--- src/rtl/dut_param_pkg.sv ---
// dut_param_pkg: shared constants, FSM state encoding and threshold array type for histo_th_calc.
// Rev 1.0
`default_nettype none

package dut_param_pkg;

  localparam int p_depth_bit        = 8;
  localparam int p_histo_sram_d_bit = 10;
  localparam int p_depth_size_bit   = 10;
  localparam int p_th_num           = 7;
  localparam int p_depth_qnt_bit    = 3;

  typedef logic [p_th_num-1:0][p_depth_bit-1:0] th_arr_t;

  typedef enum logic [1:0] {
    IDLE  = 2'd0,
    READ  = 2'd1,
    DRAIN = 2'd2,
    DONE  = 2'd3
  } histo_th_state_t;

endpackage

`default_nettype wire

--- src/rtl/histo_th_slice.sv ---
// histo_th_slice: one threshold - target register, compare, capture-once flag and bin register.
// Rev 1.0
`default_nettype none

module histo_th_slice
  import dut_param_pkg::*;
#(
  parameter int P_DEPTH_BIT = p_depth_bit,
  parameter int P_PIX_W     = p_depth_size_bit + 1,
  parameter int P_SUM_W     = p_histo_sram_d_bit + p_depth_bit,
  parameter int P_QNT_BIT   = p_depth_qnt_bit,
  parameter int P_K         = 1
) (
  input  logic                   clk,
  input  logic                   rst_n,
  input  logic                   i_clr,
  input  logic                   i_vld,
  input  logic [P_PIX_W-1:0]     i_pix_num,
  input  logic [P_DEPTH_BIT-1:0] i_bin,
  input  logic [P_SUM_W-1:0]     i_sum,
  output logic [P_DEPTH_BIT-1:0] o_th,
  output logic                   o_found
);

  localparam int c_prod_w = P_PIX_W + P_QNT_BIT;
  localparam int c_cmp_w  = (P_SUM_W > c_prod_w) ? P_SUM_W : c_prod_w;

  logic [c_prod_w-1:0]    w_prod;
  logic [c_prod_w-1:0]    r_target;
  logic [P_DEPTH_BIT-1:0] r_th;
  logic                   r_hit;
  logic                   w_hit_now;

  assign w_prod    = c_prod_w'(P_K) * c_prod_w'(i_pix_num);
  assign w_hit_now = i_vld && !r_hit && (c_cmp_w'(i_sum) >= c_cmp_w'(r_target));

  always_ff @(posedge clk or negedge rst_n) begin
    if (!rst_n) begin
      r_target <= '0;
      r_th     <= '0;
      r_hit    <= 1'b0;
    end else if (i_clr) begin
      r_target <= w_prod >> P_QNT_BIT;
      r_th     <= '1;
      r_hit    <= 1'b0;
    end else if (w_hit_now) begin
      r_th  <= i_bin;
      r_hit <= 1'b1;
    end
  end

  // Includes the same-cycle hit so the top can react to the bin that completes the set.
  assign o_found = r_hit | w_hit_now;
  assign o_th    = r_th;

endmodule

`default_nettype wire

--- src/rtl/histo_th_calc.sv ---
// histo_th_calc: scans a 256-bin histogram SRAM and derives P_TH_NUM cumulative-count thresholds.
// Rev 1.0 - optional macro HISTO_TH_EARLY_EXIT_EN stops the scan once every threshold is captured.
`default_nettype none

module histo_th_calc
  import dut_param_pkg::*;
#(
  parameter int P_DEPTH_BIT      = p_depth_bit,
  parameter int P_HISTO_D_BIT    = p_histo_sram_d_bit,
  parameter int P_DEPTH_SIZE_BIT = p_depth_size_bit,
  parameter int P_TH_NUM         = p_th_num
) (
  input  logic                            clk,
  input  logic                            rst_n,
  input  logic                            start,
  input  logic [P_DEPTH_SIZE_BIT:0]       pix_num,
  output logic [P_DEPTH_BIT-1:0]          histo_sram_a,
  output logic                            histo_sram_rd,
  input  logic [P_HISTO_D_BIT-1:0]        histo_sram_q,
  output logic [P_TH_NUM*P_DEPTH_BIT-1:0] th,
  output logic                            th_vld,
  output logic                            busy,
  output logic                            done
);

  localparam int c_qnt_bit = $clog2(P_TH_NUM + 1);
  localparam int c_sum_w   = P_HISTO_D_BIT + P_DEPTH_BIT;
  localparam logic [P_DEPTH_BIT-1:0] c_last_bin = '1;

  histo_th_state_t        r_state, w_state_nxt;
  logic [P_DEPTH_BIT-1:0] r_addr, r_bin;
  logic                   r_dvld, r_th_vld, r_all_found;
  logic [c_sum_w-1:0]     r_cum, w_sum;
  logic                   w_start, w_acc, w_all_found;
  logic [P_TH_NUM-1:0]    w_found;

  assign w_start     = (r_state == IDLE) && start;
  assign w_sum       = r_cum + c_sum_w'(histo_sram_q);
  assign w_all_found = &w_found;
  // Data returned after every threshold is captured (early-exit spill read) is dropped.
  assign w_acc       = r_dvld && !r_all_found && ((r_state == READ) || (r_state == DRAIN));

  always_ff @(posedge clk or negedge rst_n) begin
    if (!rst_n) r_state <= IDLE;
    else        r_state <= w_state_nxt;
  end

  always_comb begin
    w_state_nxt = r_state;
    case (r_state)
      IDLE:  if (w_start) w_state_nxt = READ;
      READ: begin
`ifdef HISTO_TH_EARLY_EXIT_EN
        if (w_all_found)                 w_state_nxt = DONE;
        else if (r_addr == c_last_bin)   w_state_nxt = DRAIN;
`else
        if (r_addr == c_last_bin)        w_state_nxt = DRAIN;
`endif
      end
      DRAIN: w_state_nxt = DONE;
      DONE:  w_state_nxt = IDLE;
      default: w_state_nxt = IDLE;
    endcase
  end

  always_ff @(posedge clk or negedge rst_n) begin
    if (!rst_n) begin
      r_addr      <= '0;
      r_bin       <= '0;
      r_dvld      <= 1'b0;
      r_cum       <= '0;
      r_th_vld    <= 1'b0;
      r_all_found <= 1'b0;
    end else begin
      r_dvld <= (r_state == READ);
      r_bin  <= r_addr;
      if (w_start) begin
        r_addr      <= '0;
        r_cum       <= '0;
        r_th_vld    <= 1'b0;
        r_all_found <= 1'b0;
      end else begin
        if (r_state == READ)       r_addr   <= r_addr + P_DEPTH_BIT'(1);
        if (w_acc)                 r_cum    <= w_sum;
        if (w_state_nxt == DONE)   r_th_vld <= 1'b1;
        r_all_found <= w_all_found;
      end
    end
  end

  for (genvar gi = 0; gi < P_TH_NUM; gi++) begin : g_slice
    histo_th_slice #(
      .P_DEPTH_BIT (P_DEPTH_BIT),
      .P_PIX_W     (P_DEPTH_SIZE_BIT + 1),
      .P_SUM_W     (c_sum_w),
      .P_QNT_BIT   (c_qnt_bit),
      .P_K         (gi + 1)
    ) u_slice (
      .clk       (clk),
      .rst_n     (rst_n),
      .i_clr     (w_start),
      .i_vld     (w_acc),
      .i_pix_num (pix_num),
      .i_bin     (r_bin),
      .i_sum     (w_sum),
      .o_th      (th[(gi+1)*P_DEPTH_BIT-1 -: P_DEPTH_BIT]),
      .o_found   (w_found[gi])
    );
  end

  assign histo_sram_a  = r_addr;
  assign histo_sram_rd = (r_state == READ);
  assign busy          = (r_state != IDLE);
  assign done          = (r_state == DONE);
  assign th_vld        = r_th_vld;

endmodule

`default_nettype wire

--- config.mk ---
export PLATFORM = sky130hd
export DESIGN_NAME = histo_th_calc
export DESIGN_NICKNAME = d
export VERILOG_FILES = /design/src/rtl/dut_param_pkg.sv /design/src/rtl/histo_th_slice.sv /design/src/rtl/histo_th_calc.sv
export SDC_FILE = /design/constraint.sdc
export NUM_CORES = 1
export LEC_CHECK = 0
export BUFFER_PORTS_ARGS = -buffer_cell sky130_fd_sc_hd__buf_2
export CORE_ASPECT_RATIO = 1.5
export CORE_MARGIN = 4
export CORE_UTILIZATION = 62
export CTS_BUF_LIST = sky130_fd_sc_hd__clkbuf_8
export CTS_CLUSTER_SIZE = 14
export DETAILED_ROUTE_END_ITERATION = 8
export PLACE_DENSITY_LB_ADDON = 0.08
export SLEW_MARGIN = 20
export SYNTH_ARGS = -nofsm -noshare
export SYNTH_HDL_FRONTEND = slang
export SYNTH_SLANG_ARGS = --single-unit
--- constraint.sdc ---
create_clock -name clk -period 5.4 [get_ports clk]
set_clock_uncertainty 0.15 [all_clocks]
set_input_delay 0.27 -clock clk [delete_from_list [all_inputs] [get_ports clk]]
set_output_delay 0.27 -clock clk [all_outputs]
set_load 0.05 [all_outputs]
Word-level counts from Yosys, hierarchy flattened
Index checks and enable logic that the tools add are counted.
- $add $sub $neg: 2
- multipliers: 4
- $lt $le $gt $ge: 7
- equality and inequality tests: 5
- multiplexer cells: 38
- bitwise operators: 7
- reduce and logical (&&, ||, !) cells: 39
- operators by type and width (operator ; count):
    2-to-1 mux 8 bit ; 16
    greater-or-equal comparator 18 x 11 -> 1 bit ; 3
    greater-or-equal comparator 18 x 10 -> 1 bit ; 2
    2-to-1 mux 18 bit ; 2
    multiplier 3 x 11 -> 14 bit, first input constant ; 2
    multiplier 2 x 11 -> 13 bit, first input constant ; 2
    nonzero test 2 bit ; 11
    adder 18 x 10 -> 18 bit ; 1
    greater-or-equal comparator 18 x 8 -> 1 bit ; 1
    greater-or-equal comparator 18 x 9 -> 1 bit ; 1
    logical AND 1 bit ; 17
    2-to-1 mux 1 bit ; 17
    adder 8 x 1 -> 8 bit, second input constant ; 1
    equality test 8 bit, second input constant ; 1
    zero test 1 bit ; 8
    case mux 2 bit (4 select lines) ; 1
    bitwise OR 1 bit ; 7
    AND reduction 7 bit ; 1
    equality test 2 bit, second input constant ; 3
    2-to-1 mux 2 bit ; 2
    equality test 2 x 1 -> 1 bit, second input constant ; 1
    zero test 2 bit ; 1
    logical OR 1 bit ; 1
- register bits: 172
- input bits: 24
- output and inout bits: 68
- logic and storage cells: 130

Depth between registers and ports, before layout
Gate-level depths: netlist of run 1.
- depth in word-level cells: 8
- gate-level depth with buffers: 18
- gate-level depth less buffers: 17

Modules after synthesis
From an unflattened synthesis of run 1, not the netlist that was laid out.
- cells, all modules: 1233
- area total of the unflattened synthesis: 11712.5 µm²
- modules (own cells, without submodules) (module ; times used ; cells each ; area each (µm²) ; sequential area each (µm²)):
    histo_th_calc ; 1 ; 248 ; 2268.4 ; 975.9
    histo_th_slice at g_slice[6].u_slice ; 1 ; 187 ; 1846.8 ; 500.5
    histo_th_slice at g_slice[4].u_slice ; 1 ; 171 ; 1647.8 ; 500.5
    histo_th_slice at g_slice[5].u_slice ; 1 ; 168 ; 1562.7 ; 500.5
    histo_th_slice at g_slice[2].u_slice ; 1 ; 164 ; 1468.9 ; 475.5
    histo_th_slice at g_slice[3].u_slice ; 1 ; 109 ; 1067.3 ; 475.5
    histo_th_slice at g_slice[1].u_slice ; 1 ; 104 ; 989.7 ; 450.4
    histo_th_slice at g_slice[0].u_slice ; 1 ; 82 ; 860.8 ; 425.4

Worst setup path before layout of run 1
Ideal clock, no wire load.
- kind: flip-flop to flip-flop
- start: register r_cum[0]
- end: register g_slice[6].u_slice.r_th[6]
- library setup time: 149 ps
- arrival: 3697 ps
- data required time: 5101 ps
- path slack: 1404 ps
- stages on the path, launching flop included: 18
- path buffers: 1
- clock period less this slack: 3996 ps
- cell sequence: dfrtp_1 -> ha_1 -> inv_1 -> fa_1 -> nand2b_1 -> a211o_1 -> nand2_1 -> xor2_1 -> ha_1 -> nand2_1 -> nor3_1 -> a21oi_1 -> maj3_2 -> a211o_1 -> a311o_2 -> buf_6 -> nand2_2 -> o211ai_2
- word-level cells in the longest chain between the ends: 4
- RTL lines (item ; line ; text):
    start: declaration ; histo_th_calc.sv:33 ; logic [c_sum_w-1:0] r_cum, w_sum;
    start signal: assignment ; histo_th_calc.sv:84 ; if (w_acc) r_cum <= w_sum;
    adder 18 x 10 -> 18 bit ; histo_th_calc.sv:38 ; assign w_sum = r_cum + c_sum_w'(histo_sram_q);
    greater-or-equal comparator 18 x 11 -> 1 bit ; histo_th_slice.sv:35 ; assign w_hit_now = i_vld && !r_hit && (c_cmp_w'(i_sum) >= c_cmp_w'(r_target));
    logical AND 1 bit ; histo_th_slice.sv:35 ;
    nonzero test 2 bit (no source line) ; n/a ;
    end signal: assignment ; histo_th_slice.sv:47 ; r_th <= i_bin;
    end: declaration ; histo_th_slice.sv:30 ; logic [P_DEPTH_BIT-1:0] r_th;
No other way between the ends.
A chain may end at the register's enable or synchronous reset.

Final worst setup path of run 1
- start: register r_cum[0]
- end: register g_slice[4].u_slice.r_th[1]
- word-level cells in the longest chain between the ends: 4
- RTL lines (item ; line):
    adder 18 x 10 -> 18 bit ; histo_th_calc.sv:38
    greater-or-equal comparator 18 x 11 -> 1 bit ; histo_th_slice.sv:35
    logical AND 1 bit ; histo_th_slice.sv:35
    nonzero test 2 bit (no source line) ; n/a
    end signal: assignment ; histo_th_slice.sv:47
    end: declaration ; histo_th_slice.sv:30
No other way between the ends.

==> impl_metrics.xml, run 1 <==
<?xml version="1.0" encoding="UTF-8"?>
<metrics>
  <group name="global_routing">
    <metric name="number_of_antenna_violations_at_the_first_check_in_global_routing" unit="">0</metric>
    <metric name="grt_pass1_vias" unit="">7703</metric>
    <metric name="grt-ovfl-total" unit="">0</metric>
    <metric name="gr-usage-all-layers" unit="%">26.47</metric>
    <metric name="grt_first_pass_wirelength" unit="microns">37060</metric>
    <metric name="grt_max_degree" unit="">97</metric>
  </group>
  <group name="critical_path">
    <metric name="worstSetupEndpointType" unit="">flip-flop</metric>
    <metric name="timing.critical_path.slowest_cell_delay" unit="ns">0.65</metric>
    <metric name="total_buffers_and_inverters_traversed_by_the_critical_path" unit="">2</metric>
    <metric name="timing.critical_path.fanout_max" unit="">8</metric>
    <metric name="critPathTopFamily" unit="">compound AO/OA/AOI/OAI gates</metric>
    <metric name="type_of_the_worst_setup_path" unit="">reg2reg</metric>
    <metric name="worst_ep_arrival_time" unit="ns">4.48</metric>
    <metric name="cp_common_cell" unit="">sky130_fd_sc_hd__ha_1</metric>
    <metric name="critPathRequiredTime" unit="ns">5.57</metric>
    <metric name="crit_path_top_delay_cell" unit="">sky130_fd_sc_hd__a2111oi_1</metric>
    <metric name="path_cells" unit="">ha_1, inv_1, fa_1, nand2b_1, a2111oi_0, o21ai_1, and2b_1, xnor2_1, buf_4, ha_1, nand3b_1, nor2_1, a2111oi_1, a211oi_4, mux2i_1, nand2_1</metric>
    <metric name="worst_setup_path_start_kind" unit="">flip-flop</metric>
  </group>
  <group name="die">
    <metric name="initial_core_util" unit="%">63.27</metric>
    <metric name="chipHeight" unit="microns">160.2</metric>
    <metric name="floorplan.rows" unit="">55</metric>
    <metric name="floorplan.core_area" unit="sq um">15140</metric>
    <metric name="ios" unit="">92</metric>
    <metric name="die-area" unit="sq um">17540</metric>
    <metric name="die_w" unit="microns">109.5</metric>
  </group>
  <group name="power">
    <metric name="power_density" unit="nW/um^2">642.6</metric>
    <metric name="leakage_power" unit="uW">0.004969</metric>
    <metric name="ir_worst_vdd" unit="uV">314.1</metric>
    <metric name="design_power_total" unit="uW">6846</metric>
  </group>
  <group name="layout">
    <metric name="fillers" unit="">1263</metric>
    <metric name="multi_input_comb_area" unit="sq um">5489</metric>
    <metric name="finish.utilization" unit="%">70.37</metric>
    <metric name="layout.nets" unit="">1257</metric>
    <metric name="layout_commonest_cell" unit="">sky130_fd_sc_hd__dfrtp_1</metric>
    <metric name="post_route_cells_drive_above_1_share" unit="%">14.58</metric>
    <metric name="most-common-layout-cells" unit="">sky130_fd_sc_hd__dfrtp_1 (145), sky130_fd_sc_hd__nand2_1 (126), sky130_fd_sc_hd__ha_1 (121), sky130_fd_sc_hd__buf_2 (90), sky130_fd_sc_hd__inv_1 (85)</metric>
    <metric name="area_growth" unit="%">11.22</metric>
    <metric name="final-seq-area" unit="sq um">3628</metric>
    <metric name="antenna_cells" unit="">0</metric>
    <metric name="layout.cell_area.non_filler" unit="sq um">10650</metric>
  </group>
  <group name="synth">
    <metric name="synth_async_sr_flop_share" unit="%">100.0</metric>
    <metric name="synthesis.yosys.warnings" unit="">0</metric>
    <metric name="yosysSeqAreaShare" unit="%">37.88</metric>
    <metric name="synthDistinctLibCells" unit="">68</metric>
    <metric name="main_combinational_cell_family_by_area_after_synthesis" unit="">adder cells</metric>
    <metric name="mappedNetlistNets" unit="">1171</metric>
    <metric name="share_of_synthesized_cell_area_in_and_or_nand_and_nor_gates" unit="%">13.19</metric>
    <metric name="mappedNetlistArea" unit="sq um">9579</metric>
    <metric name="syn_avg_cell_area" unit="sq um">9.466</metric>
    <metric name="total_of_flip_flops_plus_latches_after_synthesis" unit="">145</metric>
    <metric name="post_synth_xor_area_fraction" unit="%">3.736</metric>
    <metric name="synthAdderAreaFrac" unit="%">18.95</metric>
    <metric name="ys_flop_type" unit="">sky130_fd_sc_hd__dfrtp_1</metric>
    <metric name="synth_mux_area_share" unit="%">3.448</metric>
    <metric name="synth_edf_count" unit="">0</metric>
    <metric name="post_synth_inst_count" unit="">1012</metric>
    <metric name="synth_compound_area_share" unit="%">17.87</metric>
  </group>
  <group name="cts">
    <metric name="post_cts_hold_buffer_count" unit="">1</metric>
    <metric name="postCtsSetupBuffers" unit="">0</metric>
    <metric name="clock_path_buffers" unit="">2</metric>
    <metric name="cts_tree" unit="">built</metric>
    <metric name="cts_buffers" unit="">17</metric>
    <metric name="cts_sink_count" unit="">145</metric>
    <metric name="ctsHtreeMaxLevel" unit="">4</metric>
    <metric name="postCtsResizedCells" unit="">0</metric>
    <metric name="cts.root.buffer_cell" unit="">sky130_fd_sc_hd__clkbuf_8</metric>
    <metric name="clk_transition_reported_paths" unit="ns">0.11</metric>
    <metric name="clock_insertion_delay_worst_skew" unit="ns">0.48</metric>
  </group>
  <group name="route">
    <metric name="routed-via-count" unit="">7565</metric>
    <metric name="drc_errors" unit="">0</metric>
    <metric name="detail_route.first_pass.iterations" unit="">5</metric>
    <metric name="wl_met3" unit="microns">656</metric>
    <metric name="wl" unit="microns">21950</metric>
    <metric name="routed_wire_length_per_instance" unit="microns">16.76</metric>
    <metric name="drt-met1-wl" unit="microns">8897</metric>
    <metric name="antenna_left" unit="">0</metric>
    <metric name="wl_met2" unit="microns">11630</metric>
    <metric name="initialDrtViolationCount" unit="">398</metric>
    <metric name="routed.top_layer" unit="">met4</metric>
    <metric name="avgViaCountPerCell" unit="">5.775</metric>
  </group>
  <group name="placed_design">
    <metric name="dp_slack" unit="ns">1.128</metric>
    <metric name="dpl.hpwl" unit="microns">16340</metric>
    <metric name="quantity_of_i_o_buffers_inserted_on_ports" unit="">91</metric>
    <metric name="gp_congestion" unit="">0.8957</metric>
    <metric name="dpl_cell_area" unit="sq um">10240</metric>
  </group>
  <group name="flow_run">
    <metric name="max-cap-violations" unit="">0</metric>
  </group>
  <group name="sta">
    <metric name="period_needed" unit="ns">4.309</metric>
    <metric name="worstMarginPinSlew" unit="ns">0.8765</metric>
    <metric name="timing.final.setup_violations" unit="">0</metric>
    <metric name="slew_violations" unit="">0</metric>
    <metric name="setup_ws_post_layout" unit="ns">1.091</metric>
    <metric name="rsz0062_at_grt" unit="">no</metric>
    <metric name="max-slew-margin-rel" unit="%">41.57</metric>
    <metric name="period_share" unit="%">79.80</metric>
    <metric name="fmax" unit="GHz">0.2321</metric>
    <metric name="hold_violations" unit="">0</metric>
    <metric name="fin_tns_setup" unit="ns">0</metric>
  </group>
  <group name="outcome">
    <metric name="outcome" unit="">finished, final reports clean</metric>
  </group>
  <group name="worst_hold_path">
    <metric name="min_path_type" unit="">in2reg</metric>
  </group>
</metrics>
## cell type report
| class | count | share of cell area (%) |
|---|---|---|
| inverters | 86 | 3.030 |
| repair buffers | 103 | 5.273 |
| well taps | 199 | 2.337 |
| clock inverters | 15 | 1.585 |
| flip-flops and latches | 145 | 34.06 |
| clock buffers | 17 | 2.196 |
| multi-input cells | 745 | 51.52 |
## worst paths after layout
| kind | startpoint | end | slack [ns] | depth (start not counted) |
|---|---|---|---|---|
| setup reg to reg | r_cum[0]$_DFFE_PN0P_ | g_slice[4].u_slice.o_th[1]$_DFFE_PN0P_ | 1.09 | 16 |
| setup / recovery | r_cum[0]$_DFFE_PN0P_ | g_slice[4].u_slice.o_th[1]$_DFFE_PN0P_ | 1.09 | 16 |
| max in group asynchronous | rst_n | g_slice[3].u_slice.r_target[7]$_DFFE_PN0P_ | 3.59 | 3 |
| min in group asynchronous | rst_n | r_cum[8]$_DFFE_PN0P_ | 0.28 | 2 |
| hold / removal | pix_num[4] | g_slice[3].u_slice.r_target[3]$_DFFE_PN0P_ | 0.01 | 3 |
| hold reg to reg | histo_sram_a[5]$_DFFE_PN0P_ | r_bin[5]$_DFF_PN0_ | 0.31 | 0 |
## per-layer routing
layer	track usage, %	vias to the layer above
met5	0	-
met4	12.31	0
met3	3.275	52
met2	47.83	140
met1	30.30	3643
li1	-	3730
## cells in the mapped netlist, types with 3 or more instances
cell                       instances  area share (%)
sky130_fd_sc_hd__o21ai_0          77             4.0
sky130_fd_sc_hd__buf_1             3            0.12
sky130_fd_sc_hd__nand2b_1          7            0.46
sky130_fd_sc_hd__a21o_1           11            0.86
sky130_fd_sc_hd__xnor2_1          20             1.8
sky130_fd_sc_hd__nor2_1           68             2.7
sky130_fd_sc_hd__o21ai_1           4            0.21
sky130_fd_sc_hd__a21boi_0          5            0.39
sky130_fd_sc_hd__a211oi_1         14             1.1
sky130_fd_sc_hd__buf_2             5            0.26
sky130_fd_sc_hd__nor2b_1           9            0.59
sky130_fd_sc_hd__and2_1            6            0.39
sky130_fd_sc_hd__clkbuf_1         27             1.1
sky130_fd_sc_hd__nor3_1           14            0.73
sky130_fd_sc_hd__fa_1             14             2.9
sky130_fd_sc_hd__o211ai_1         11            0.86
sky130_fd_sc_hd__and3_1            6            0.39
sky130_fd_sc_hd__o21a_1            9            0.71
sky130_fd_sc_hd__a211oi_4          4            0.84
sky130_fd_sc_hd__a211o_1           3            0.27
sky130_fd_sc_hd__xor2_1           19             1.7
sky130_fd_sc_hd__a21oi_1          48             2.5
sky130_fd_sc_hd__inv_1            85             3.3
sky130_fd_sc_hd__o21bai_1          6            0.47
sky130_fd_sc_hd__nand4_1           9            0.59
sky130_fd_sc_hd__nand2_1         127             5.0
sky130_fd_sc_hd__dfrtp_1         145              38
sky130_fd_sc_hd__ha_1            121              16
sky130_fd_sc_hd__or3_1             5            0.33
sky130_fd_sc_hd__mux2i_1          33             3.4
sky130_fd_sc_hd__o311ai_1          8            0.73
sky130_fd_sc_hd__o31ai_1          12            0.94
sky130_fd_sc_hd__o22ai_1           3            0.20
sky130_fd_sc_hd__o211ai_2          9             1.2
sky130_fd_sc_hd__nand3_1          16            0.84
sky130_fd_sc_hd__a31oi_1           9            0.59
## cell families after synthesis
logic type	count (synthesis)
AOI/OAI and AO/OA	252
xor gates and xnor gates	40
adders and majority gates	137
buffers and inverters	122
DFF	145
muxes	33
and+or+nand+nor	283
## power breakdown
| part | internal (uW) | switching [uW] | total [uW] |
|---|---|---|---|
| sequential | 1490 | 266 | 1760 |
| combinational | 1530 | 2680 | 4210 |
| clock | 387 | 497 | 884 |
## sequential cells by signal, summed over array words and instances (netlist names)
| name | flops |
|---|---|
| g_slice.u_slice.o_th | 56 |
| th_vld | 1 |
| g_slice.u_slice.r_hit | 7 |
| r_state | 2 |
| r_cum | 18 |
| g_slice.u_slice.r_target | 43 |
| histo_sram_a | 8 |
| r_bin | 8 |
| r_dvld | 1 |
| r_all_found | 1 |
## stage by stage
step	std cells	hold WS, ns
2_1_floorplan	1012	-0.1756
3_3_place_gp	1276	0.2766
3_5_place_dp	1277	0.2797
4_1_cts	1310	0.002980
5_1_grt	1310	0.05643
6_report	1310	0.01009
## worst reg2reg max path, stage by stage, from the launching register on
cell and delay [ns]:
sky130_fd_sc_hd__dfrtp_1 0.36, sky130_fd_sc_hd__ha_1 0.16, sky130_fd_sc_hd__inv_1 0.05, sky130_fd_sc_hd__fa_1 0.39, sky130_fd_sc_hd__nand2b_1 0.20, sky130_fd_sc_hd__a2111oi_0 0.42
sky130_fd_sc_hd__o21ai_1 0.21, sky130_fd_sc_hd__and2b_1 0.23, sky130_fd_sc_hd__xnor2_1 0.12, sky130_fd_sc_hd__buf_4 0.17, sky130_fd_sc_hd__ha_1 0.31, sky130_fd_sc_hd__nand3b_1 0.12
sky130_fd_sc_hd__nor2_1 0.05, sky130_fd_sc_hd__a2111oi_1 0.65, sky130_fd_sc_hd__a211oi_4 0.27, sky130_fd_sc_hd__mux2i_1 0.23, sky130_fd_sc_hd__nand2_1 0.07
(Power assumes the default switching activity.)
==> run 2: changes to the inputs <==
CORE_UTILIZATION = 56   (was 62)
clock period = 3.68 ns   (was 5.4 ns; I/O delays follow)
==> impl_metrics.xml, run 2 (same netlist as run 1, synthesis figures left out) <==
<?xml version="1.0" encoding="UTF-8"?>
<metrics>
  <group name="sta">
    <metric name="setup_ws_post_layout" unit="ns">-0.3009</metric>
    <metric name="max-slew-margin-rel" unit="%">27.42</metric>
    <metric name="hold_violations" unit="">0</metric>
    <metric name="fin_tns_setup" unit="ns">-8.546</metric>
    <metric name="slew_violations" unit="">0</metric>
    <metric name="timing.final.setup_violations" unit="">58</metric>
    <metric name="hold_slack" unit="ns">0.08318</metric>
    <metric name="period_needed" unit="ns">3.981</metric>
    <metric name="fmax" unit="GHz">0.2512</metric>
    <metric name="rsz0062_at_grt" unit="">yes</metric>
    <metric name="period_share" unit="%">108.2</metric>
    <metric name="worstMarginPinSlew" unit="ns">1.089</metric>
  </group>
  <group name="cts">
    <metric name="clk_transition_reported_paths" unit="ns">0.10</metric>
    <metric name="cts_sink_count" unit="">145</metric>
    <metric name="cts_tree" unit="">built</metric>
    <metric name="cts.root.buffer_cell" unit="">sky130_fd_sc_hd__clkbuf_8</metric>
    <metric name="cts_buffers" unit="">17</metric>
    <metric name="ctsHtreeMaxLevel" unit="">4</metric>
    <metric name="clock_path_buffers" unit="">2</metric>
    <metric name="clock_insertion_delay_worst_skew" unit="ns">0.47</metric>
  </group>
  <group name="critical_path">
    <metric name="crit_path_top_delay_cell" unit="">sky130_fd_sc_hd__a311o_2</metric>
    <metric name="critical_path.reg2reg.endpoint" unit="">g_slice[6].u_slice.o_th[4]$_DFFE_PN0P_</metric>
    <metric name="timing.critical_path.fanout_max" unit="">8</metric>
    <metric name="worstSetupEndpointType" unit="">flip-flop</metric>
    <metric name="critPathTopFamily" unit="">compound AO/OA/AOI/OAI gates</metric>
    <metric name="total_buffers_and_inverters_traversed_by_the_critical_path" unit="">2</metric>
    <metric name="setup.reg_to_reg.worst_slack" unit="ns">-0.30</metric>
    <metric name="path_cells" unit="">ha_2, inv_2, fa_2, nand2b_4, a211o_1, nand2_2, xor2_4, buf_4, ha_4, nand2_1, nor3_1, a21oi_1, maj3_2, a211o_1, a311o_2, nand2_2, o211ai_2</metric>
    <metric name="reg2regPathDepth" unit="">17</metric>
    <metric name="worst_setup_path_start_kind" unit="">flip-flop</metric>
    <metric name="type_of_the_worst_setup_path" unit="">reg2reg</metric>
    <metric name="rr_startpoint" unit="">r_cum[0]$_DFFE_PN0P_</metric>
    <metric name="timing.critical_path.slowest_cell_delay" unit="ns">0.52</metric>
    <metric name="critPathRequiredTime" unit="ns">3.83</metric>
    <metric name="worst_ep_arrival_time" unit="ns">4.14</metric>
  </group>
  <group name="route">
    <metric name="routed_wire_length_per_instance" unit="microns">16.99</metric>
    <metric name="drt-met1-wl" unit="microns">9725</metric>
    <metric name="routed-via-count" unit="">7877</metric>
    <metric name="routed.top_layer" unit="">met4</metric>
    <metric name="drc_errors" unit="">0</metric>
    <metric name="wl_met2" unit="microns">12580</metric>
    <metric name="avgViaCountPerCell" unit="">5.647</metric>
    <metric name="antenna_left" unit="">0</metric>
    <metric name="initialDrtViolationCount" unit="">429</metric>
    <metric name="wl" unit="microns">23710</metric>
    <metric name="detail_route.first_pass.iterations" unit="">7</metric>
    <metric name="wl_met3" unit="microns">697</metric>
  </group>
  <group name="die">
    <metric name="chipHeight" unit="microns">168.2</metric>
    <metric name="floorplan.core_area" unit="sq um">16760</metric>
    <metric name="die-area" unit="sq um">19310</metric>
    <metric name="ios" unit="">92</metric>
    <metric name="floorplan.rows" unit="">58</metric>
    <metric name="die_w" unit="microns">114.8</metric>
    <metric name="initial_core_util" unit="%">57.14</metric>
  </group>
  <group name="power">
    <metric name="ir_worst_vdd" unit="uV">620.3</metric>
    <metric name="sequentialPowerShare" unit="%">22.0</metric>
    <metric name="power_density" unit="nW/um^2">999.6</metric>
    <metric name="power.switching" unit="uW">5761</metric>
    <metric name="p_int" unit="uW">6123</metric>
    <metric name="comb_power_share" unit="%">66.5</metric>
    <metric name="leakage_power" unit="uW">0.005440</metric>
    <metric name="share_of_total_power_in_the_clock_network" unit="%">11.5</metric>
    <metric name="sw_frac_of_total" unit="%">48.48</metric>
  </group>
  <group name="outcome">
    <metric name="violations" unit="">negative setup slack</metric>
    <metric name="outcome" unit="">finished, violations left</metric>
  </group>
  <group name="layout">
    <metric name="post_route_cells_drive_above_1_share" unit="%">24.81</metric>
    <metric name="layout_commonest_cell" unit="">sky130_fd_sc_hd__dfrtp_1</metric>
    <metric name="layout.nets" unit="">1331</metric>
    <metric name="most-common-layout-cells" unit="">sky130_fd_sc_hd__dfrtp_1 (145), sky130_fd_sc_hd__nand2_1 (115), sky130_fd_sc_hd__ha_1 (112), sky130_fd_sc_hd__buf_2 (90), sky130_fd_sc_hd__inv_1 (84)</metric>
    <metric name="largest_register_ffs" unit="">56</metric>
    <metric name="finish.utilization" unit="%">70.92</metric>
    <metric name="antenna_cells" unit="">0</metric>
    <metric name="area_growth" unit="%">24.11</metric>
  </group>
  <group name="global_routing">
    <metric name="grt_first_pass_wirelength" unit="microns">39030</metric>
    <metric name="gr-usage-all-layers" unit="%">25.14</metric>
    <metric name="grt_pass1_vias" unit="">7859</metric>
    <metric name="grt_max_degree" unit="">100</metric>
    <metric name="number_of_antenna_violations_at_the_first_check_in_global_routing" unit="">0</metric>
    <metric name="grt-ovfl-total" unit="">0</metric>
  </group>
  <group name="worst_hold_path">
    <metric name="min_path_type" unit="">in2reg</metric>
    <metric name="min_delay_src" unit="">pix_num[0]</metric>
    <metric name="hold_path_end" unit="">g_slice[4].u_slice.r_target[0]$_DFFE_PN0P_</metric>
    <metric name="holdPathStages" unit="">5</metric>
  </group>
  <group name="placed_design">
    <metric name="gp_congestion" unit="">0.8636</metric>
    <metric name="dpl.hpwl" unit="microns">17100</metric>
    <metric name="quantity_of_i_o_buffers_inserted_on_ports" unit="">91</metric>
  </group>
  <group name="flow_run">
    <metric name="max-cap-violations" unit="">0</metric>
  </group>
</metrics>
==> run 2: changes by cell type in the layout (fill, tap and decap cells not counted), sizes merged <==
cell,delta
a311o,+1
buf,+61
clkbuf,+1
clkinv,+1
dlygate4sd3,+11
inv,-1
==> run 2: final cells by class <==
cell class	instances	area (sq um)
multi-input cells	746	5987
repair buffers	176	1259
inverters	86	322.8
clock buffers	17	234.0
flip-flops and latches	145	3628
well taps	210	262.8
clock inverters	15	195.2
fillers	1249	4875
==> run 2: through the flow <==
step                      setup slack, ns  cell area [sq um]  cells  total power [uW]
after floorplan                  -0.01300               9629   1012              7275
after global placement            -0.2044              10730   1334              9230
after detailed placement          -0.2767              10730   1334              9390
after CTS                         -0.2103              11550   1387             11350
after global routing              -0.4266              11890   1395             12820
final                             -0.3009              11890   1395             11880
==> run 2: worst reg2reg max path, cell delays in order (launching register included) <==
cell                       delay [ns]
sky130_fd_sc_hd__dfrtp_1         0.36
sky130_fd_sc_hd__ha_2            0.19
sky130_fd_sc_hd__inv_2           0.04
sky130_fd_sc_hd__fa_2            0.33
sky130_fd_sc_hd__nand2b_4        0.17
sky130_fd_sc_hd__a211o_1         0.29
sky130_fd_sc_hd__nand2_2         0.11
sky130_fd_sc_hd__xor2_4          0.10
sky130_fd_sc_hd__buf_4           0.16
sky130_fd_sc_hd__ha_4            0.25
sky130_fd_sc_hd__nand2_1         0.05
sky130_fd_sc_hd__nor3_1          0.17
sky130_fd_sc_hd__a21oi_1         0.11
sky130_fd_sc_hd__maj3_2          0.31
sky130_fd_sc_hd__a211o_1         0.32
sky130_fd_sc_hd__a311o_2         0.52
sky130_fd_sc_hd__nand2_2         0.11
sky130_fd_sc_hd__o211ai_2        0.08
==> run 2: worst max path at each step <==
stage	start	end	cells after the start	slack, ns
2_1_floorplan	r_cum[0]$_DFFE_PN0P_	g_slice[6].u_slice.o_th[6]$_DFFE_PN0P_	17	-0.01
3_3_place_gp	r_cum[0]$_DFFE_PN0P_	r_all_found$_DFF_PN0_	17	-0.20
3_5_place_dp	r_cum[0]$_DFFE_PN0P_	r_all_found$_DFF_PN0_	17	-0.28
4_1_cts	r_cum[0]$_DFFE_PN0P_	r_all_found$_DFF_PN0_	17	-0.21
5_1_grt	r_cum[0]$_DFFE_PN0P_	r_all_found$_DFF_PN0_	20	-0.43
6_report	r_cum[0]$_DFFE_PN0P_	g_slice[6].u_slice.o_th[4]$_DFFE_PN0P_	17	-0.30
==> run 2: repair_timing <==
| action | in CTS | in global routing |
|---|---|---|
| setup buffers | 7 | 9 |
| endpoints found under the hold margin | 110 | 0 |
| endpoints found under the setup margin | 47 | 67 |
| pin swaps | 23 | 26 |
| resized for setup | 36 | 61 |
| hold buffers | 12 | 0 |
| cloned | 3 | 0 |
==> run 2: metal layers <==
| metal | track usage [%] | up-vias |
|---|---|---|
| met5 | 0 | - |
| met4 | 8.580 | 0 |
| met3 | 3.668 | 45 |
| met2 | 45.48 | 144 |
| met1 | 30.15 | 3803 |
| li1 | - | 3885 |
==> run 2: power by group through the flow <==
stage	Clock, uW	Sequential (uW)	Combinational, uW
after detailed placement	0	2600	6790
after global routing	1450	2690	8680
after floorplan	0	3320	3960
after global placement	0	2590	6640
final	1360	2620	7900
after CTS	1380	2580	7390
==> run 3: changes to the inputs <==
ABC_AREA = 1   (was not set)
==> impl_metrics.xml, run 3 <==
<?xml version="1.0" encoding="UTF-8"?>
<metrics>
  <group name="cts">
    <metric name="clock_path_buffers" unit="">2</metric>
    <metric name="clock_insertion_delay_worst_skew" unit="ns">0.46</metric>
    <metric name="ctsHtreeMaxLevel" unit="">4</metric>
    <metric name="clk_transition_reported_paths" unit="ns">0.10</metric>
    <metric name="cts_tree" unit="">built</metric>
    <metric name="cts_sink_count" unit="">145</metric>
    <metric name="cts_buffers" unit="">17</metric>
    <metric name="cts.root.buffer_cell" unit="">sky130_fd_sc_hd__clkbuf_8</metric>
  </group>
  <group name="layout">
    <metric name="layout.nets" unit="">1567</metric>
    <metric name="fillers" unit="">1577</metric>
    <metric name="most-common-layout-cells" unit="">sky130_fd_sc_hd__nand2_1 (265), sky130_fd_sc_hd__nor2_1 (234), sky130_fd_sc_hd__inv_1 (157), sky130_fd_sc_hd__dfrtp_1 (145), sky130_fd_sc_hd__ha_1 (116)</metric>
    <metric name="post_route_cells_drive_above_1_share" unit="%">16.12</metric>
    <metric name="non_filler_cells_final" unit="">1634</metric>
    <metric name="final-seq-area" unit="sq um">3628</metric>
    <metric name="area_growth" unit="%">14.14</metric>
    <metric name="antenna_cells" unit="">0</metric>
    <metric name="multi_input_comb_area" unit="sq um">5724</metric>
    <metric name="layout_commonest_cell" unit="">sky130_fd_sc_hd__nand2_1</metric>
    <metric name="largest_register_ffs" unit="">56</metric>
  </group>
  <group name="die">
    <metric name="floorplan.rows" unit="">59</metric>
    <metric name="floorplan.core_area" unit="sq um">17420</metric>
    <metric name="die-area" unit="sq um">20030</metric>
    <metric name="die_w" unit="microns">116.9</metric>
    <metric name="initial_core_util" unit="%">57.18</metric>
    <metric name="chipHeight" unit="microns">171.4</metric>
    <metric name="ios" unit="">92</metric>
  </group>
  <group name="synth">
    <metric name="synth_edf_count" unit="">0</metric>
    <metric name="yosysSeqAreaShare" unit="%">36.42</metric>
    <metric name="synth_common_cells" unit="">sky130_fd_sc_hd__nand2_1 (271), sky130_fd_sc_hd__nor2_1 (247), sky130_fd_sc_hd__inv_1 (157)</metric>
    <metric name="ys_flop_type" unit="">sky130_fd_sc_hd__dfrtp_1</metric>
    <metric name="synth_top_cells_by_area" unit="">sky130_fd_sc_hd__dfrtp_1 (36%), sky130_fd_sc_hd__ha_1 (15%), sky130_fd_sc_hd__nand2_1 (10%)</metric>
    <metric name="post_synth_inst_count" unit="">1291</metric>
    <metric name="synthDistinctLibCells" unit="">46</metric>
    <metric name="yosys.area.top_type_share" unit="%">36.42</metric>
    <metric name="post-synth-top-count-cell" unit="">sky130_fd_sc_hd__nand2_1</metric>
    <metric name="mappedNetlistNets" unit="">1450</metric>
    <metric name="synth_async_sr_flop_share" unit="%">100.0</metric>
    <metric name="mappedNetlistArea" unit="sq um">9962</metric>
    <metric name="total_of_flip_flops_plus_latches_after_synthesis" unit="">145</metric>
    <metric name="syn_avg_cell_area" unit="sq um">7.717</metric>
    <metric name="synth_largest_area_cell" unit="">sky130_fd_sc_hd__dfrtp_1</metric>
    <metric name="synthesis.yosys.warnings" unit="">0</metric>
  </group>
  <group name="route">
    <metric name="drc_errors" unit="">0</metric>
    <metric name="routed_wire_length_per_instance" unit="microns">14.99</metric>
    <metric name="routed-via-count" unit="">8622</metric>
    <metric name="wl" unit="microns">24490</metric>
    <metric name="initialDrtViolationCount" unit="">497</metric>
    <metric name="detail_route.first_pass.iterations" unit="">5</metric>
    <metric name="avgViaCountPerCell" unit="">5.277</metric>
    <metric name="antenna_left" unit="">0</metric>
  </group>
  <group name="sta">
    <metric name="hold_violations" unit="">0</metric>
    <metric name="fin_tns_setup" unit="ns">0</metric>
    <metric name="slew_violations" unit="">0</metric>
    <metric name="period_share" unit="%">93.27</metric>
    <metric name="fmax" unit="GHz">0.2913</metric>
    <metric name="timing.final.setup_violations" unit="">0</metric>
    <metric name="worstMarginPinSlew" unit="ns">0.9558</metric>
    <metric name="period_needed" unit="ns">3.432</metric>
    <metric name="max-slew-margin-rel" unit="%">36.28</metric>
  </group>
  <group name="global_routing">
    <metric name="gr-usage-all-layers" unit="%">25.50</metric>
    <metric name="grt_first_pass_wirelength" unit="microns">40450</metric>
    <metric name="grt-ovfl-total" unit="">0</metric>
    <metric name="grt_max_degree" unit="">114</metric>
    <metric name="number_of_antenna_violations_at_the_first_check_in_global_routing" unit="">0</metric>
    <metric name="grt_pass1_vias" unit="">8521</metric>
  </group>
  <group name="critical_path">
    <metric name="cp_common_cell" unit="">sky130_fd_sc_hd__nand2_1</metric>
    <metric name="critPathRequiredTime" unit="ns">3.93</metric>
    <metric name="worst_setup_path_start_kind" unit="">flip-flop</metric>
    <metric name="timing.critical_path.slowest_cell_delay" unit="ns">0.39</metric>
    <metric name="critPathTopFamily" unit="">simple AND/OR/NAND/NOR gates</metric>
    <metric name="total_buffers_and_inverters_traversed_by_the_critical_path" unit="">4</metric>
    <metric name="worstSetupEndpointType" unit="">flip-flop</metric>
    <metric name="worst_ep_arrival_time" unit="ns">3.68</metric>
    <metric name="timing.critical_path.fanout_max" unit="">8</metric>
    <metric name="type_of_the_worst_setup_path" unit="">reg2reg</metric>
    <metric name="crit_path_top_delay_cell" unit="">sky130_fd_sc_hd__fa_1</metric>
  </group>
  <group name="power">
    <metric name="ir_worst_vdd" unit="uV">225.1</metric>
    <metric name="design_power_total" unit="uW">4807</metric>
    <metric name="leakage_power" unit="uW">0.006212</metric>
    <metric name="power_density" unit="nW/um^2">422.8</metric>
  </group>
  <group name="outcome">
    <metric name="outcome" unit="">finished, final reports clean</metric>
  </group>
  <group name="placed_design">
    <metric name="dpl.hpwl" unit="microns">18600</metric>
    <metric name="gp_congestion" unit="">0.9003</metric>
    <metric name="placed_cells_incl_taps" unit="">1590</metric>
    <metric name="quantity_of_i_o_buffers_inserted_on_ports" unit="">91</metric>
  </group>
  <group name="worst_hold_path">
    <metric name="min_path_type" unit="">in2reg</metric>
  </group>
  <group name="flow_run">
    <metric name="max-cap-violations" unit="">0</metric>
  </group>
</metrics>
## run 3: cell count changes in the layout (fill, tap and decap cells not counted), moves of 13 or more
cell / change
sky130_fd_sc_hd__nor2_1: +170
sky130_fd_sc_hd__inv_1: +73
sky130_fd_sc_hd__a21oi_1: +14
sky130_fd_sc_hd__buf_4: -37
sky130_fd_sc_hd__nor2_2: +22
sky130_fd_sc_hd__xnor2_1: -13
sky130_fd_sc_hd__nand2_1: +150
sky130_fd_sc_hd__nand3_1: +33
sky130_fd_sc_hd__mux2i_1: -32
## run 3: worst paths after layout
path,end,start,slack (ns),cells past startpoint
min in group asynchronous,r_cum[1]$_DFFE_PN0P_,rst_n,0.21,2
max in group asynchronous,r_bin[7]$_DFF_PN0_,rst_n,2.23,3
max,r_all_found$_DFF_PN0_,r_cum[0]$_DFFE_PN0P_,0.25,27
max reg2reg,r_all_found$_DFF_PN0_,r_cum[0]$_DFFE_PN0P_,0.25,27
min reg2reg,r_bin[6]$_DFF_PN0_,histo_sram_a[6]$_DFFE_PN0P_,0.29,0
min,g_slice[3].u_slice.r_target[7]$_DFFE_PN0P_,pix_num[8],0.04,3
## run 3: where the power goes
group	internal, uW	switching (uW)	total, uW
combinational	739	1140	1870
sequential	1620	27.8	1650
clock	570	715	1290
## run 3: through the flow
stage	utilization, %	hold WS, ns	setup WS, ns	cell area (sq um)
after floorplan	-	-0.2616	0.3843	9962
after global placement	61.58	0.2603	0.1596	10730
after detailed placement	61.58	0.2638	0.1404	10730
after CTS	64.40	0.01671	0.1222	11220
after global routing	65.27	0.05869	-0.001829	11370
final	65.27	0.04211	0.2476	11370
## run 3: repair_timing
action	in CTS	in global routing
setup endpoints to repair	0	50
hold buffers	9	0
endpoints found under the hold margin	119	0
buffers inserted	0	3
gates resized for setup	0	29
## run 3: per-layer routing
metal | routed length, microns | vias up | GRT usage, %
li1 | - | 4371 | -
met1 | 10390 | 4069 | 30.87
met2 | 12630 | 128 | 44.88
met3 | 638 | 54 | 3.449
met4 | 830 | 0 | 10.88
met5 | 0 | - | 0
## run 3: logic make-up after synthesis
group                    share of synthesized area (%)
adder cells (fa/ha/maj)                          18.01
AO/OA/AOI/OAI                                    8.716
XOR/XNOR                                         1.583
flip-flops                                       36.42
AND/OR/NAND/NOR                                  27.90
buffers and inverters                            7.372
## run 3: final cells by class
type	count	area share [%]
well taps	213	2.344
inverters	161	5.315
repair buffers	125	6.558
flip-flops and latches	145	31.91
clock buffers	17	2.058
clock inverters	15	1.474
multi-input cells	958	50.34
## run 3: worst reg2reg max path, stage by stage (launching register included)
cell                      delay [ns]
sky130_fd_sc_hd__dfrtp_1        0.35
sky130_fd_sc_hd__ha_1           0.17
sky130_fd_sc_hd__inv_1          0.06
sky130_fd_sc_hd__fa_1           0.39
sky130_fd_sc_hd__inv_1          0.11
sky130_fd_sc_hd__nand2_1        0.07
sky130_fd_sc_hd__nand3_2        0.09
sky130_fd_sc_hd__xor2_1         0.08
sky130_fd_sc_hd__buf_4          0.18
sky130_fd_sc_hd__ha_1           0.29
sky130_fd_sc_hd__nand2_1        0.05
sky130_fd_sc_hd__inv_1          0.11
sky130_fd_sc_hd__nand3_1        0.10
sky130_fd_sc_hd__nor2_1         0.20
sky130_fd_sc_hd__nor3b_1        0.08
sky130_fd_sc_hd__nand2_1        0.07
sky130_fd_sc_hd__nand2_1        0.06
sky130_fd_sc_hd__nand2_1        0.06
sky130_fd_sc_hd__nand2_1        0.05
sky130_fd_sc_hd__nand2_1        0.05
sky130_fd_sc_hd__nand2_1        0.05
sky130_fd_sc_hd__nand2_1        0.08
sky130_fd_sc_hd__nand2_2        0.08
sky130_fd_sc_hd__nand2_1        0.07
sky130_fd_sc_hd__nand2_1        0.05
sky130_fd_sc_hd__nor2_1         0.12
sky130_fd_sc_hd__nand3_2        0.09
sky130_fd_sc_hd__nor2_2         0.08
